[src/rtl/aes_result_monitor.sv]
// Result monitor for the pipelined AES core: gates issues, tracks each through the fixed
// pipeline latency, captures ciphertexts and folds them into a MISR signature.
module aes_result_monitor #(
    parameter int                     NUM_BITS    = 128,
    parameter int                     AES_LATENCY = 21,
    parameter logic [NUM_BITS-1:0]    MISR_SEED   = NUM_BITS'(1)
) (
    input  logic                clk,
    input  logic                rst_n,
    input  logic                start,
    input  logic [31:0]         num_tests,
    input  logic                in_valid,
    output logic                issue_en,
    input  logic [NUM_BITS-1:0] aes_out,
    output logic                out_valid,
    output logic [NUM_BITS-1:0] out_data,
    output logic [NUM_BITS-1:0] misr_sig,
    output logic [31:0]         result_count,
    output logic                busy,
    output logic                done
);

    // Handshake: an issue occurs on any edge where in_valid & issue_en; in_valid alone is ignored.
    typedef enum logic [1:0] {IDLE, RUN, DRAIN, DONE} state_t;

    state_t                 state;
    state_t                 state_next;
    logic [31:0]            issued_count;
    logic [31:0]            num_tests_q;
    logic [AES_LATENCY-1:0] tag_line;
    logic                   issue;
    logic                   capture;
    logic                   accept_start;
    logic                   misr_fb;

    assign accept_start = start && (state == IDLE || state == DONE);
    assign issue        = in_valid && issue_en;
    assign capture      = tag_line[AES_LATENCY-1];
    assign busy         = (state == RUN) || (state == DRAIN);
    assign done         = (state == DONE);
    assign misr_fb      = misr_sig[127] ^ misr_sig[125] ^ misr_sig[100] ^ misr_sig[98];

    always_ff @(posedge clk) begin
        if (!rst_n) begin
            state <= IDLE;
        end else begin
            state <= state_next;
        end
    end

    always_comb begin
        state_next = state;
        issue_en   = 1'b0;
        case (state)
            IDLE, DONE: begin
                if (start) begin
                    state_next = (num_tests == 32'd0) ? DONE : RUN;
                end
            end
            RUN: begin
                issue_en = (issued_count < num_tests_q);
                if (issue && (issued_count + 32'd1 == num_tests_q)) begin
                    state_next = DRAIN;
                end
            end
            DRAIN: begin
                if (capture && (result_count + 32'd1 == num_tests_q)) begin
                    state_next = DONE;
                end
            end
            default: state_next = IDLE;
        endcase
    end

    always_ff @(posedge clk) begin
        if (!rst_n) begin
            issued_count <= 32'd0;
            num_tests_q  <= 32'd0;
            tag_line     <= '0;
            out_valid    <= 1'b0;
            out_data     <= '0;
            misr_sig     <= MISR_SEED;
            result_count <= 32'd0;
        end else begin
            out_valid <= 1'b0;
            if (accept_start) begin
                num_tests_q  <= num_tests;
                issued_count <= 32'd0;
                result_count <= 32'd0;
                tag_line     <= '0;
                misr_sig     <= MISR_SEED;
            end else begin
                // Tag shifts one stage per edge; the tag leaving the last stage marks a valid aes_out.
                tag_line[0] <= issue;
                for (int i = 1; i < AES_LATENCY; i++) begin
                    tag_line[i] <= tag_line[i-1];
                end
                if (issue) begin
                    issued_count <= issued_count + 32'd1;
                end
                if (capture) begin
                    out_data     <= aes_out;
                    out_valid    <= 1'b1;
                    result_count <= result_count + 32'd1;
                    misr_sig     <= {misr_sig[NUM_BITS-2:0], misr_fb} ^ aes_out;
                end
            end
        end
    end

endmodule

[config.mk]
export PLATFORM = sky130hd
export DESIGN_NAME = aes_result_monitor
export DESIGN_NICKNAME = d
export VERILOG_FILES = /design/src/rtl/aes_result_monitor.sv
export SDC_FILE = /design/constraint.sdc
export NUM_CORES = 1
export LEC_CHECK = 0
export BUFFER_PORTS_ARGS = -buffer_cell sky130_fd_sc_hd__buf_2
export CAP_MARGIN = 20
export CORE_UTILIZATION = 50
export DETAILED_ROUTE_END_ITERATION = 12
export HOLD_SLACK_MARGIN = 0.06
export PLACE_DENSITY = 0.77
export SLEW_MARGIN = 30
export SYNTH_ARGS = -nofsm -noshare
export SYNTH_HDL_FRONTEND = slang
export SYNTH_SLANG_ARGS = --single-unit
export TNS_END_PERCENT = 10
[constraint.sdc]
create_clock -name clk -period 5 [get_ports clk]
set_input_delay 1 -clock clk [delete_from_list [all_inputs] [get_ports clk]]
set_output_delay 1 -clock clk [all_outputs]
set_load 0.005 [all_outputs]
==> summary.md <==
| Metric | Value |
|---|---|
| Status | finished clean |
| Comb pwr share | 15.1% |
| Top-count cell post-synth | nand2_1 |
| Fmax | 0.272 GHz |
| Reg-to-reg startpoint | result_count[0] |
| R2R depth | 10 |
| Setup crit end kind | primary output |
| CTS sink cnt | 376 |
| Syn avg cell area | 8.39 um2 |
| Post-synth top cells | nand2_1, dfxtp_1, nor2_1 |
| Post-synthesis mux area share | 0.411% |
| Num rows | 68 |
| Synth Area in XOR/XNOR | 12.5% |
| Sw Share | 28.3% |
| CTS HTree Levels | 2 |
| Top post-synthesis cells by area | dfxtp_1, xnor2_1, nand2_1 |
| CTS clock-pin slew for the worst setup and hold paths | 0.06 ns |
| Worst vdd rail ir drop | 0.315 mV |
| Pint | 5.35 mW |
| Crit path launch type | flop |
| CTS root buf | clkbuf_16 |
| Final setup fails | 0 |
| Clk buf depth | 3 |
| Overflow after GRT | 0 |
| Leading area contributor after synthesis | dfxtp_1 |
| Leakage power | 8.42 nW |
| Crit path to | issue_en |
| Pre-CTS WS | 1.47 ns |
| Chip height | 190 um |
| Min-delay worst type | reg2reg |
| Compound-Gate Fraction of Synth Area | 16.5% |
| Net Count, Synth | 2307 |
| Global Route Usage Sum | 30.6% |
| Largest family of logic cells by synthesized area | simple AND/OR/NAND/NOR gates |
| PD cells | 345 nW/um2 |
| Hold_buf cts | 0 |
| Initial antenna violation count | 6 |
| TritonCTS buffer count | 41 |
| Core area | 34600 um2 |
| Clock Skew | 0.0234 ns |
| Vias in the first global route | 15790 |
| Fin cells | 2965 |
| Worst slew pin tran | 0.763 ns |
| Worst reg-to-reg setup slack | 1.44 ns |
| Final Hold Viols | 0 |
| IO Pins | 456 |
| # Post-CTS Setup Buffers | 0 |
| CP Launch Point | num_tests_q[15] |
| WL final | 56.9 mm |
| Vias | 16521 |
| Minimum clock period | 3.68 ns |
| Synth Register Bits | 376 |
| RSZ-0062 raised after global routing | no |
| Final ANT Viol Nets | 0 |
| DPL Wire Length | 41.3 mm |
| Post-Synth Adder-Cell Area | 2.69% |
| Simple-Gate Fraction of Synth Area | 21.0% |
| Worst Path Arrival | 2.68 ns |
| Netlist cell types | 61 |
| I/O Buffers | 455 |
| First-pass DRT Iterations | 7 |
| R2R Path End | state[1] |
| Total power draw | 7.46 mW |
| Final worst slack | 1.32 ns |
| First-pass GRT wire length | 86.5 mm |
| Die area | 36100 um2 |
| Nets@finish | 2679 |
| Sequential share of the synthesized area | 42.6% |
| Sequential Power Share | 42.8% |
| Layout cells sized above 1 | 22.4% |
| WP data required | 4.00 ns |
| Initial Utilization | 51.0% |
| Starting DRC count in detailed routing | 953 |
| Slew HR | 48.7% |
| Final Max Slew Viols | 0 |
| Largest net degree at the start of global routing | 269 |
| Final period util | 73.5% |
| Dpl cells | 2887 |
| Gate count of the mapped netlist | 2105 |
| Ys flop type | dfxtp_1 |
| Synth Cell Area | 17700 um2 |
| Number of synthesized flops with an enable pin | 0 |
| Wire per inst | 19.2 um |
| Clk pwr share | 42.2% |
| P_sw | 2.12 mW |
| TritonCTS clock tree | done |
| Vias per cell | 5.57 |
| Critical path type | reg2out |
| Synth async-reset ratio | 0% |
| Later-pin clock latency in the skew report | 0.57 ns |
| DRC | 0 |
| Sum of negative setup slack | 0 ns |
| Crit path max fanout | 5 |
| Area grow syn2layout | 22.5% |
| Worst hold margin | 0.452 ns |
| Hold Crit Start | tag_line[6] |
| Yosys top cell area share | 42.6% |
| GPL Wtd Cong | 0.994 |
| Post-cts resize count | 0 |
| Warnings, synthesis | 0 |
| Max_cap viols | 0 |
| Die width | 190 um |
==> cell usage in the layout, fill, tap and decap left out, types with 38 or more instances in the layout <==
| cell type | synthesis | routed |
|---|---|---|
| a211oi_1 | 131 | 131 |
| dfxtp_1 | 376 | 375 |
| buf_2 | 9 | 454 |
| inv_1 | 46 | 46 |
| nand2_1 | 387 | 384 |
| xnor2_1 | 199 | 199 |
| a21oi_1 | 39 | 39 |
| nand4_1 | 39 | 39 |
| clkbuf_16 | 0 | 42 |
| ha_1 | 38 | 38 |
| xor2_1 | 52 | 52 |
| a21boi_0 | 160 | 160 |
| nor2_1 | 207 | 205 |
==> sequential cells by signal, indices dropped and copies added, names as in the netlist <==
signal,cells
result_count,32
issued_count,32
out_data,128
state,2
misr_sig,128
tag_line,21
num_tests_q,32
out_valid,1
==> per-layer routing <==
metal / global-route usage, % / share of wire [%] / vias to the layer above
li1: - / - / 7922
met1: 35.1 / 38 / 7744
met2: 52.1 / 49 / 661
met3: 7.51 / 8.1 / 190
met4: 16.7 / 5.4 / 4
met5: 0 / 0.039 / -
==> worst min path at each step <==
stage,cells after the start,endpoint,slack (ns)
floorplan,1,tag_line[10],0.44
global placement,1,tag_line[18],0.44
detailed placement,1,tag_line[20],0.45
CTS,1,tag_line[7],0.46
global route,1,tag_line[18],0.48
finish,1,tag_line[7],0.45
==> stage by stage <==
| step | utilization (%) | area (um2) |
|---|---|---|
| 2_1_floorplan | - | 17700 |
| 3_3_place_gp | 58.2 | 20100 |
| 3_5_place_dp | 58.3 | 20200 |
| 4_1_cts | 62.3 | 21600 |
| 5_1_grt | 62.4 | 21600 |
| 6_report | 62.4 | 21600 |
==> logic make-up after synthesis <==
group | Yosys count
mux | 7
fa+ha+maj | 38
flops | 376
simple gates | 827
compound gates | 411
xor+xnor | 251
buf+inv | 195
==> power by group through the flow <==
stage	combinational, mW	sequential (mW)	clock [mW]
finish	1.12	3.19	3.15
global route	1.23	3.20	3.30
CTS	1.12	3.18	3.19
detailed placement	1.11	3.25	0
global placement	1.08	3.25	0
floorplan	0.732	3.19	0
==> worst max-delay path: stages, from the launching register on <==
cell     delay (ns)
dfxtp_1        0.47
inv_1          0.12
ha_1           0.32
nand2_1        0.12
nor3_1         0.30
nand4_1        0.16
o211a_1        0.30
o21a_1         0.21
buf_2          0.12
==> final cells by class <==
class / count / area (um2)
multi-input combinational: 1534 / 9410
inverter: 46 / 173
tap: 455 / 569
clock buffer: 62 / 1200
fill: 3035 / 13000
timing repair buffer: 478 / 2540
antenna: 2 / 5.00
sequential: 376 / 7530
clock inverter: 12 / 189
Note: power is estimated with default switching activity, not from simulation.
